## src/rtl/lsu_pkg.sv

```systemverilog
// Shared types and constants for the LSU AXI4-Lite master: FSM states,
// access sizes, response error codes and the misalignment helper.
package lsu_pkg;

    typedef enum logic [2:0] {IDLE, AR, R, WR, B, RSP} state_t;

    localparam logic [1:0] SZ_B = 2'd0;
    localparam logic [1:0] SZ_H = 2'd1;
    localparam logic [1:0] SZ_W = 2'd2;
    localparam logic [1:0] SZ_D = 2'd3;

    localparam logic [1:0] ERR_OK       = 2'd0;
    localparam logic [1:0] ERR_BUS      = 2'd1;
    localparam logic [1:0] ERR_MISALIGN = 2'd2;
    localparam logic [1:0] ERR_SIZE     = 2'd3;

    localparam logic [1:0] OKAY = 2'b00;

    // An access is aligned when the address is a multiple of its byte count.
    function automatic logic is_misaligned(input logic [2:0] lo, input logic [1:0] size);
        case (size)
            SZ_B:    return 1'b0;
            SZ_H:    return lo[0];
            SZ_W:    return |lo[1:0];
            default: return |lo;
        endcase
    endfunction

endpackage

```

## src/rtl/lsu_axi_master_lane_align.sv

```systemverilog
// Combinational byte-lane steering: store data/strobe shift by address offset
// and load data shift, truncation and sign/zero extension.
module lsu_lane_align
    import lsu_pkg::*;
#(
    parameter int DATA_W = 32
) (
    input  logic [$clog2(DATA_W/8)-1:0] i_off,
    input  logic [1:0]                  i_size,
    input  logic                        i_sext,
    input  logic [DATA_W-1:0]           i_wdata,
    input  logic [DATA_W-1:0]           i_rdata,
    output logic [DATA_W-1:0]           o_wdata,
    output logic [DATA_W/8-1:0]         o_wstrb,
    output logic [DATA_W-1:0]           o_rdata
);
    localparam int NB = DATA_W / 8;

    logic [3:0]        w_nbytes;
    logic [NB-1:0]     w_mask;
    logic [DATA_W-1:0] w_sh;

    function automatic logic [DATA_W-1:0] extend(input logic [DATA_W-1:0] v,
                                                 input logic [3:0] nbytes,
                                                 input logic sext);
        int msb;
        msb = 8 * int'(nbytes) - 1;
        if (msb > DATA_W - 1) msb = DATA_W - 1;
        for (int i = 0; i < DATA_W; i++)
            extend[i] = (i <= msb) ? v[i] : (sext & v[msb]);
    endfunction

    always_comb begin
        w_nbytes = 4'd1 << i_size;
        w_mask   = '0;
        for (int i = 0; i < NB; i++)
            w_mask[i] = (i < int'(w_nbytes));
        o_wstrb = w_mask << i_off;
        o_wdata = i_wdata << {i_off, 3'b000};
        w_sh    = i_rdata >> {i_off, 3'b000};
        o_rdata = extend(w_sh, w_nbytes, i_sext);
    end

endmodule

```

## src/rtl/lsu_axi_master.sv

```systemverilog
// Single-outstanding load/store unit driving an AXI4-Lite data port.
// Optional perf counters are enabled with `define LSU_PERF_CNT_EN.
module lsu_axi_master
    import lsu_pkg::*;
#(
    parameter int ADDR_W = 32,
    parameter int DATA_W = 32,
    parameter int NB     = DATA_W / 8
) (
    input  logic              clock,
    input  logic              reset,
    input  logic              req_valid,
    output logic              req_ready,
    input  logic              req_we,
    input  logic [1:0]        req_size,
    input  logic              req_sext,
    input  logic [ADDR_W-1:0] req_addr,
    input  logic [DATA_W-1:0] req_wdata,
    output logic              rsp_valid,
    input  logic              rsp_ready,
    output logic [DATA_W-1:0] rsp_rdata,
    output logic [1:0]        rsp_err,
    output logic [ADDR_W-1:0] araddr,
    output logic              arvalid,
    input  logic              arready,
    input  logic [DATA_W-1:0] rdata,
    input  logic [1:0]        rresp,
    input  logic              rvalid,
    output logic              rready,
    output logic [ADDR_W-1:0] awaddr,
    output logic              awvalid,
    input  logic              awready,
    output logic [DATA_W-1:0] wdata,
    output logic [NB-1:0]     wstrb,
    output logic              wvalid,
    input  logic              wready,
    input  logic [1:0]        bresp,
    input  logic              bvalid,
    output logic              bready
`ifdef LSU_PERF_CNT_EN
    ,
    output logic [31:0]       perf_loads,
    output logic [31:0]       perf_stores,
    output logic [31:0]       perf_stall
`endif
);
    localparam int OFF_W = $clog2(NB);

    state_t            r_state;
    logic              r_we;
    logic [1:0]        r_size;
    logic              r_sext;
    logic [OFF_W-1:0]  r_off;

    logic              w_accept;
    logic              w_illegal;
    logic              w_misal;
    logic [ADDR_W-1:0] w_addr_al;
    logic [OFF_W-1:0]  w_off;
    logic [1:0]        w_size;
    logic [DATA_W-1:0] w_wdata_sh;
    logic [NB-1:0]     w_wstrb;
    logic [DATA_W-1:0] w_rdata_ext;
    logic              w_aw_done;
    logic              w_w_done;

    assign w_accept  = req_valid & req_ready;
    assign w_illegal = (DATA_W == 32) && (req_size == SZ_D);
    assign w_misal   = is_misaligned(req_addr[2:0], req_size);
    assign w_addr_al = req_addr & ~ADDR_W'(NB - 1);
    assign w_aw_done = ~awvalid | awready;
    assign w_w_done  = ~wvalid | wready;

    // Store steering uses the live request in IDLE; load extension uses the captured request.
    assign w_off  = (r_state == IDLE) ? req_addr[OFF_W-1:0] : r_off;
    assign w_size = (r_state == IDLE) ? req_size : r_size;

    lsu_lane_align #(.DATA_W(DATA_W)) u_align (
        .i_off   (w_off),
        .i_size  (w_size),
        .i_sext  (r_sext),
        .i_wdata (req_wdata),
        .i_rdata (rdata),
        .o_wdata (w_wdata_sh),
        .o_wstrb (w_wstrb),
        .o_rdata (w_rdata_ext)
    );

    always_ff @(posedge clock) begin
        if (reset) begin
            r_state   <= IDLE;
            r_we      <= 1'b0;
            r_size    <= SZ_B;
            r_sext    <= 1'b0;
            r_off     <= '0;
            req_ready <= 1'b1;
            rsp_valid <= 1'b0;
            rsp_rdata <= '0;
            rsp_err   <= ERR_OK;
            araddr    <= '0;
            arvalid   <= 1'b0;
            rready    <= 1'b0;
            awaddr    <= '0;
            awvalid   <= 1'b0;
            wdata     <= '0;
            wstrb     <= '0;
            wvalid    <= 1'b0;
            bready    <= 1'b0;
        end else begin
            case (r_state)
                IDLE: if (w_accept) begin
                    r_we      <= req_we;
                    r_size    <= req_size;
                    r_sext    <= req_sext;
                    r_off     <= req_addr[OFF_W-1:0];
                    req_ready <= 1'b0;
                    if (w_illegal || w_misal) begin
                        rsp_valid <= 1'b1;
                        rsp_rdata <= '0;
                        rsp_err   <= w_illegal ? ERR_SIZE : ERR_MISALIGN;
                        r_state   <= RSP;
                    end else if (req_we) begin
                        awaddr  <= w_addr_al;
                        awvalid <= 1'b1;
                        wdata   <= w_wdata_sh;
                        wstrb   <= w_wstrb;
                        wvalid  <= 1'b1;
                        r_state <= WR;
                    end else begin
                        araddr  <= w_addr_al;
                        arvalid <= 1'b1;
                        r_state <= AR;
                    end
                end
                AR: if (arready) begin
                    arvalid <= 1'b0;
                    rready  <= 1'b1;
                    r_state <= R;
                end
                R: if (rvalid) begin
                    rready    <= 1'b0;
                    rsp_valid <= 1'b1;
                    rsp_err   <= (rresp == OKAY) ? ERR_OK : ERR_BUS;
                    rsp_rdata <= (rresp == OKAY) ? w_rdata_ext : '0;
                    r_state   <= RSP;
                end
                WR: begin
                    if (w_aw_done && w_w_done) begin
                        awvalid <= 1'b0;
                        wvalid  <= 1'b0;
                        bready  <= 1'b1;
                        r_state <= B;
                    end else begin
                        awvalid <= awvalid & ~awready;
                        wvalid  <= wvalid & ~wready;
                    end
                end
                B: if (bvalid) begin
                    bready    <= 1'b0;
                    rsp_valid <= 1'b1;
                    rsp_err   <= (bresp == OKAY) ? ERR_OK : ERR_BUS;
                    rsp_rdata <= '0;
                    r_state   <= RSP;
                end
                RSP: if (rsp_ready) begin
                    rsp_valid <= 1'b0;
                    req_ready <= 1'b1;
                    r_state   <= IDLE;
                end
                default: r_state <= IDLE;
            endcase
        end
    end

`ifdef LSU_PERF_CNT_EN
    logic w_hs;
    logic w_busy;

    always_comb begin
        w_hs   = 1'b0;
        w_busy = 1'b0;
        case (r_state)
            AR: begin w_busy = 1'b1; w_hs = arvalid & arready; end
            R:  begin w_busy = 1'b1; w_hs = rready & rvalid; end
            WR: begin w_busy = 1'b1; w_hs = (awvalid & awready) | (wvalid & wready); end
            B:  begin w_busy = 1'b1; w_hs = bvalid & bready; end
            default: ;
        endcase
    end

    always_ff @(posedge clock) begin
        if (reset) begin
            perf_loads  <= '0;
            perf_stores <= '0;
            perf_stall  <= '0;
        end else begin
            if (rsp_valid && rsp_ready && rsp_err == ERR_OK) begin
                if (r_we) perf_stores <= perf_stores + 32'd1;
                else      perf_loads  <= perf_loads + 32'd1;
            end
            if (w_busy && !w_hs) perf_stall <= perf_stall + 32'd1;
        end
    end
`endif

endmodule

```

## config.mk

```make
export PLATFORM = sky130hd
export DESIGN_NAME = lsu_axi_master
export DESIGN_NICKNAME = d
export VERILOG_FILES = /design/src/rtl/lsu_pkg.sv /design/src/rtl/lsu_axi_master_lane_align.sv /design/src/rtl/lsu_axi_master.sv
export SDC_FILE = /design/constraint.sdc
export NUM_CORES = 1
export LEC_CHECK = 0
export ABC_AREA = 1
export BUFFER_PORTS_ARGS = -buffer_cell sky130_fd_sc_hd__buf_4
export CAP_MARGIN = 10
export CORE_MARGIN = 2
export CORE_UTILIZATION = 46
export CTS_CLUSTER_DIAMETER = 30
export DETAILED_ROUTE_END_ITERATION = 12
export PLACE_DENSITY = 0.79
export SLEW_MARGIN = 20
export SYNTH_ARGS = -nofsm -noshare
export SYNTH_HDL_FRONTEND = slang
export SYNTH_HIERARCHICAL = 1
export SYNTH_SLANG_ARGS = --single-unit
```

## constraint.sdc

```tcl
create_clock -name clock -period 2.1 [get_ports clock]
set_clock_uncertainty 0.05 [all_clocks]
set_input_delay 0.105 -clock clock [delete_from_list [all_inputs] [get_ports clock]]
set_output_delay 0.105 -clock clock [all_outputs]
set_load 0.02 [all_outputs]
```

==> out/results.tsv, run 1 <==
metric	value	unit
status	complete, but fails checks	
violations	setup timing	
die_y	129	um
antenna_cells	0	
cts_sinks	145	
h-tree-depth	4	
final_common_cell	nor2_1	
coreArea	15300	um2
grt_use_total	0.280	
rsz0062_at_grt	true	
finalPower	14.6	mW
synth.area.top_cells	dfxtp_1 40%, nor2_1 17%, nand2_1 11%, o21ai_0 8.6%, inv_1 5.0%	
remaining_drc_errors	0	
vias	8390	
grt_pass1_vias	7396	
synth_edf_count	0	
grt_pass1_wl	37.1	mm
antenna_found_initial	0	
first_iter_violations	728	
p_per_area	1360	nW/um2
crit_start	r_state[1]$_SDFFE_PP0P_	
synth_ff_type	dfxtp_1	
yosys.cell_types.count	32	
die_width	129	um
std_cell_rows	45	
clk_latency	0.43	ns
clk_path_buf_depth	2	
die_area	16700	um2
cpPeakStageDelay	0.33	ns
drive_gt1_frac	0.274	
p_leak	5.19	nW
syn_inst	1128	
grt_max_degree	78	
mappedNetlistArea	7210	um2
finalWorstSetupSlack	-0.0721	ns
startpoint_type	flop	
hold_viol	0	
ant_nets	0	
period_needed	2.17	ns
slew_viol_final	0	
fmax	460	MHz
period_share	1.03	
critical_path.reg2reg.startpoint	r_state[1]$_SDFFE_PP0P_	
tns	-0.428	ns
cts_tree	built	
gp_congestion	0.935	
port_buffers	249	
wl_per_cell	14.8	um
final_cell_mix	329 x nor2_1, 292 x buf_4, 206 x nand2_1	
preCtsSetupSlack	-0.0635	ns
root_buffer	clkbuf_16	
worst_ep_required_time	2.37	ns
finalWirelength	24.4	mm
drt_pass1_iterations	5	
synth-async-reset-ratio	0	
vias_per_cell	5.10	
gr-total-overflow	0	
cap_violations	0	
clk_pin_slew_worst_paths	0.06	ns
io_pins	254	
dp_hpwl	16.3	mm
peakVddDrop	0.707	mV
yosys_warnings	6	
cp_max_fo	10	
cts-buffers-inserted	17	
synth_top_area_cell	dfxtp_1	
min-delay-start	bvalid	
critPathSlowestCell	dfxtp_2	
cp.arrival	2.45	ns
crit_type	reg -> reg	
nNetsFinal	1533	
syn_to_final_growth	48.5	%
path_cells	inv_2, nand2_2, nor2_4, buf_12, o21ai_4, inv_4, nand2_1, nand3_2, nand3_2, nand3_4, nand3_4, nand2_1, nand2_2, nor2_2, nor2_2, nor2_1	
end_kind	flop	
r2r_slack	-0.07	ns
synth.avg_cell_area	6.39	um2
synth_seq_cells	145	
start_util	0.473	
yosysSeqAreaShare	0.403	
setup_viol	19	
hold_class	in -> reg	
yosysTopAreaCellShare	0.403	
==> metrics by stage <==
step	cells	hold slack (ns)	utilization	area, um2
after floorplan	1131	0.124	-	7240
after global placement	1563	0.247	0.619	9450
after detailed placement	1563	0.256	0.619	9450
after CTS	1640	0.0237	0.694	10600
after global routing	1644	0.0566	0.702	10700
final	1644	0.0285	0.702	10700
==> critical path: cells and delay by family, from the launching register on <==
kind	cells	cell delay [ns]
flops	1	0.33
buf+inv	3	0.30
simple gates	12	1.09
compound gates	1	0.28
==> layout make-up <==
| type | count | area, um2 |
|---|---|---|
| Clock inverter | 14 | 174 |
| Timing Repair Buffer | 346 | 2840 |
| Sequential cell | 145 | 2910 |
| Inverter | 105 | 398 |
| Multi-Input combinational cell | 805 | 3680 |
| Fill cell | 1257 | 4550 |
| Tap cell | 211 | 264 |
| Clock buffer | 18 | 439 |
==> cells in the mapped netlist (2+ instances only) <==
cell / count
a21oi_1: 35
a22oi_1: 10
buf_1: 3
buf_2: 16
buf_4: 8
buf_6: 8
clkbuf_1: 38
clkbuf_2: 4
dfxtp_1: 145
inv_1: 96
inv_2: 8
nand2_1: 216
nand3_1: 17
nand3_2: 6
nand4_1: 25
nor2_1: 333
nor2_2: 2
nor2_4: 2
o211ai_1: 3
o21ai_0: 124
o21ai_1: 7
o221ai_1: 5
o32ai_1: 8
==> cell families after synthesis <==
group	Yosys count	share of synthesized area
flops	145	0.403
simple gates	607	0.341
other cells	1	0.000520
buf+inv	182	0.111
compound gates	193	0.145
==> metal layers <==
| layer | global-route usage | part of all wire | up-vias |
|---|---|---|---|
| li1 | - | - | 4138 |
| met1 | 0.359 | 0.42 | 3783 |
| met2 | 0.455 | 0.47 | 410 |
| met3 | 0.0706 | 0.083 | 59 |
| met4 | 0.107 | 0.026 | 0 |
| met5 | 0 | 0 | - |
==> sequential cells by signal, summed over array words and instances, names as in the netlist, 2 cells and up <==
| name | cells |
|---|---|
| wstrb | 4 |
| rsp_rdata | 32 |
| awaddr | 30 |
| r_state | 3 |
| r_off | 2 |
| araddr | 30 |
| r_size | 2 |
| wdata | 32 |
| rsp_err | 2 |
==> what timing repair did <==
| item | CTS | global route |
|---|---|---|
| setup endpoints to repair | 27 | 62 |
| pin swaps | 9 | 12 |
| buffers inserted | 3 | 3 |
| resized for setup | 20 | 27 |
| endpoints found under the hold margin | 72 | 0 |
| cloned | 1 | 1 |
| hold buffers | 41 | 0 |
==> path summary, 6_finish.rpt <==
check	to	depth (start not counted)
max reg2reg	rsp_rdata[15]$_SDFFE_PP0P_	16
min	bready$_SDFFE_PP0P_	4
min reg2reg	arvalid$_SDFFE_PP0P_	2
max	rsp_rdata[15]$_SDFFE_PP0P_	16
==> power by group <==
part,switching (mW),leakage [nW],total [mW],internal [mW]
clock,1.34,0.296,3.17,1.83
combinational,4.58,3.71,7.65,3.07
sequential,0.374,1.18,3.74,3.36
total,6.30,5.19,14.6,8.26
Power figures use the tool's default switching activity.
==> run 2: changes to the inputs <==
--- a/config.mk
+++ b/config.mk
@@ -13,6 +13,7 @@
 export CTS_CLUSTER_DIAMETER = 30
 export DETAILED_ROUTE_END_ITERATION = 12
 export PLACE_DENSITY = 0.79
+export SKIP_CTS_REPAIR_TIMING = 1
 export SLEW_MARGIN = 20
 export SYNTH_ARGS = -nofsm -noshare
 export SYNTH_HDL_FRONTEND = slang
==> run 2 against run 1 <==
The flow still finishes with violations (setup timing). Global-route usage shrank 1.9 points. Final cell count shrank 0.43%. Final area shrank 0.96%. Clock-buffer cell count is the same. Critical path depth is the same. Sequential power is essentially flat. Sequential share of layout area grew 0.26 points. Critical endpoint is now rsp_rdata[18]$_SDFFE_PP0P_.
==> out/results.tsv, run 2 (synthesis gave the netlist of run 1 again) <==
metric	value	unit
end_kind	flop	
utilization	0.695	
r2r_cells	16	
cp_max_fo	10	
vias_per_cell	5.10	
cts-buffers-inserted	17	
cap_violations	0	
remaining_drc_errors	0	
first_iter_violations	712	
root_buffer	clkbuf_16	
nNetsFinal	1526	
dpl-instance-area	9450	um2
gp_congestion	0.935	
cts_tree	built	
nFillCells	1262	
whs_path_depth	6	
min-delay-start	wready	
fin_cells	1637	
worst_ep_required_time	2.40	ns
finish.instance_area	10600	um2
die_y	129	um
cts_sinks	145	
hold_viol	0	
final_common_cell	nor2_1	
fmax	454	MHz
finalWirelength	23.9	mm
drive_gt1_frac	0.270	
die_area	16700	um2
post-place-cells	1563	
hold_end	wvalid$_SDFFE_PP0P_	
p_leak	5.13	nW
finalWorstSetupSlack	-0.102	ns
status	complete, but fails checks	
final_cell_mix	329 x nor2_1, 290 x buf_4, 207 x nand2_1	
std_cell_rows	45	
crit_type	reg -> reg	
clk_latency	0.42	ns
whs	0.000429	ns
drt_pass1_iterations	6	
startpoint_type	flop	
reg_top3	rsp_rdata (32), wdata (32)	
slew_viol_final	0	
port_buffers	249	
ant_nets	0	
period_share	1.05	
die_width	129	um
grt_max_degree	78	
wl_per_cell	14.6	um
p_per_area	1360	nW/um2
r2r_slack	-0.10	ns
grt_use_total	0.261	
io_pins	254	
h-tree-depth	4	
violations	setup timing	
vias	8342	
peakVddDrop	0.712	mV
period_needed	2.20	ns
r2r_end	rsp_rdata[18]$_SDFFE_PP0P_	
start_util	0.473	
dp_hpwl	16.3	mm
clk_path_buf_depth	2	
cp.arrival	2.51	ns
critical_path.reg2reg.startpoint	r_state[0]$_SDFFE_PP0P_	
coreArea	15300	um2
syn_to_final_growth	47.0	%
hold_class	in -> reg	
setup_viol	23	
gr-total-overflow	0	
rsz0062_at_grt	true	
grt_pass1_vias	6966	
grt_pass1_wl	34.8	mm
clk_pin_slew_worst_paths	0.07	ns
antenna_found_initial	0	
antenna_cells	0	
==> run 2: cell count changes in the layout (fill, tap and decap cells not counted), sizes merged <==
cell / before / now
clkinvlp: 2 / 3
buf: 304 / 301
inv: 109 / 108
clkbuf: 19 / 18
dlygate4sd3: 41 / 38
==> run 2: area by class of cell <==
cell class              count  area [um2]  area share
repair buffers            339        2760       0.261
multi-input cells         805        3660       0.345
flip-flops and latches    145        2910       0.274
well taps                 211         264      0.0249
clock inverters            14         174      0.0164
inverters                 105         402      0.0379
clock buffers              18         439      0.0414
==> run 2: through the flow <==
step                total power, mW  TNS [ns]  setup slack [ns]
floorplan                      8.31         0            0.0231
global placement               10.6         0            0.0266
detailed placement             10.7    -0.450           -0.0635
CTS                            13.9     -1.22           -0.0916
global route                   15.3     -6.51            -0.260
finish                         14.4    -0.757            -0.102
==> run 2: how the worst max path moves through the flow <==
stage	from	end	slack, ns	depth (start not counted)
2_1_floorplan	r_state[0]$_SDFFE_PP0P_	rsp_rdata[24]$_SDFFE_PP0P_	0.02	17
3_3_place_gp	r_state[1]$_SDFFE_PP0P_	rsp_rdata[22]$_SDFFE_PP0P_	0.03	17
3_5_place_dp	r_state[1]$_SDFFE_PP0P_	rsp_rdata[8]$_SDFFE_PP0P_	-0.06	17
4_1_cts	r_state[1]$_SDFFE_PP0P_	rsp_rdata[8]$_SDFFE_PP0P_	-0.09	17
5_1_grt	r_state[0]$_SDFFE_PP0P_	rsp_rdata[18]$_SDFFE_PP0P_	-0.26	16
6_report	r_state[0]$_SDFFE_PP0P_	rsp_rdata[18]$_SDFFE_PP0P_	-0.10	16
==> run 2: report_power, final <==
part	internal [mW]	switching [mW]
clock	1.83	1.33
sequential	3.36	0.374
combinational	2.98	4.52
total	8.17	6.23
==> run 2: worst max-delay path, stage by stage, from the launching register on <==
cell	delay [ns]
dfxtp_2	0.33
inv_2	0.04
nand2_2	0.09
nor2_4	0.05
buf_12	0.14
nand2_1	0.09
o21ai_4	0.09
buf_12	0.14
nor2_4	0.11
nand3_1	0.17
nand3_4	0.19
nand3_4	0.15
nand2_1	0.11
nand2_1	0.06
nor2_1	0.10
nor2_1	0.06
nor2_1	0.15
==> run 2: per-layer routing <==
layer | part of all wire | GRT usage | up-vias
li1 | - | - | 4129
met1 | 0.42 | 0.350 | 3736
met2 | 0.46 | 0.408 | 412
met3 | 0.087 | 0.0615 | 65
met4 | 0.030 | 0.104 | 0
met5 | 0 | 0 | -
==> run 3: changes to the inputs <==
==> constraint.sdc (replaced) <==
create_clock -name clock -period 2.1 [get_ports clock]
set_clock_uncertainty 0.05 [all_clocks]
set_input_delay 0 -clock clock [delete_from_list [all_inputs] [get_ports clock]]
set_output_delay 0 -clock clock [all_outputs]
set_load 0.02 [all_outputs]
==> run 3 against run 2 <==
The run ends with hold timing, setup timing left. Global-route usage is the same. Final cell count grew 0.37%. Maximum frequency decreased by 0.15%. Register-to-register slack hardly changed. Die area did not move. Utilization is 0.39 points higher. Critical path depth stayed put. Wire length rose by 0.72%. Hold slack got worse by 0.054 ns. Power up 0.16%. Non-clock buffer count increased by 6. Clock-buffer cell count stayed put. Critical path type unchanged. Critical endpoint unchanged. Largest power group unchanged.
==> out/results.tsv, run 3 (synthesis gave the netlist of run 1 again) <==
metric	value	unit
status	complete, but fails checks	
violations	hold timing, setup timing	
grt_pass1_wl	34.8	mm
cp_max_fo	10	
dpl-instance-area	9450	um2
cap_violations	0	
grt.busiest_layer	met2	
p_sw	6.24	mW
finish.instance_area	10700	um2
ant_nets	0	
crit_type	reg -> reg	
preCtsSetupSlack	-0.0635	ns
remaining_drc_errors	0	
io_pins	254	
seq_power_share	0.259	
finalWorstSetupSlack	-0.105	ns
r2r_slack	-0.11	ns
die_area	16700	um2
finalWirelength	24.1	mm
grt_pass1_vias	6966	
tns	-0.779	ns
cp.arrival	2.51	ns
start_util	0.473	
pwr-share-clk	0.219	
reg_top3	rsp_rdata (32), wdata (32)	
gr-total-overflow	0	
startpoint_type	flop	
whs	-0.0531	ns
grt_max_degree	78	
hold_viol	7	
cts-buffers-inserted	17	
peakVddDrop	0.711	mV
port_buffers	249	
vias_per_cell	5.09	
post-place-cells	1563	
final_common_cell	nor2_1	
nNetsFinal	1532	
grt.met2_usage	0.408	
p_comb_frac	0.522	
gr-usage-met3	0.0615	
coreArea	15300	um2
drive_gt1_frac	0.269	
dp_hpwl	16.3	mm
first_iter_violations	667	
period_needed	2.21	ns
die_width	129	um
switching_share	0.432	
antenna_found_initial	0	
cts_sinks	145	
rsz0062_at_grt	true	
wl_per_cell	14.6	um
slew_viol_final	0	
gp_congestion	0.935	
clk_path_buf_depth	2	
hold_class	in -> reg	
vias	8368	
clk_pin_slew_worst_paths	0.07	ns
fin_cells	1643	
p_int	8.19	mW
cts_tree	built	
fmax	453	MHz
h-tree-depth	4	
grtUsageMet1	0.350	
finalPower	14.4	mW
setup_viol	22	
clk_latency	0.42	ns
worst_ep_required_time	2.40	ns
final_cell_mix	329 x nor2_1, 290 x buf_4, 207 x nand2_1	
drt_pass1_iterations	5	
std_cell_rows	45	
p_leak	5.16	nW
period_share	1.05	
p_per_area	1350	nW/um2
utilization	0.699	
grt_use_total	0.261	
syn_to_final_growth	47.9	%
end_kind	flop	
antenna_cells	0	
die_y	129	um
root_buffer	clkbuf_16	
[run 3: changes by cell type in the layout (fill, tap and decap cells not counted)]
cell           previous run  this run
dlygate4sd3_1            38        44
[run 3: metal layers]
layer | part of all wire | wire [um]
met1 | 0.42 | 10100
met2 | 0.46 | 11200
met3 | 0.083 | 1990
met4 | 0.031 | 754
met5 | 0 | 0
[run 3: worst max-delay path: stages (launching register included)]
cell and delay [ns]:
dfxtp_2 0.33, inv_2 0.04, nand2_2 0.09, nor2_4 0.05, buf_12 0.14, nand2_1 0.09, o21ai_4 0.09, buf_12 0.14
nor2_4 0.11, nand3_1 0.17, nand3_4 0.19, nand3_4 0.15, nand2_1 0.11, nand2_1 0.06, nor2_1 0.10, nor2_1 0.06
nor2_1 0.15
[run 3: final cells by class]
type | instances | area, um2
Fill cell | 1250 | 4600
Multi-Input combinational cell | 805 | 3660
Sequential cell | 145 | 2910
Timing Repair Buffer | 345 | 2820
Clock buffer | 18 | 439
Inverter | 105 | 402
Tap cell | 211 | 264
Clock inverter | 14 | 174
[run 3: worst paths after layout]
check,start,endpoint,cells after the start
min reg2reg,arvalid$_SDFFE_PP0P_,arvalid$_SDFFE_PP0P_,2
min,req_wdata[0],wdata[0]$_SDFFE_PP0P_,5
max reg2reg,r_state[0]$_SDFFE_PP0P_,rsp_rdata[18]$_SDFFE_PP0P_,16
max,r_state[0]$_SDFFE_PP0P_,rsp_rdata[18]$_SDFFE_PP0P_,16
[run 3: power groups by stage]
stage	Clock, mW	Combinational (mW)	Sequential [mW]
finish	3.16	7.53	3.74
CTS	3.20	6.98	3.72
global route	3.34	8.24	3.80
detailed placement	0	6.94	3.77
floorplan	0	3.92	4.39
global placement	0	6.85	3.76
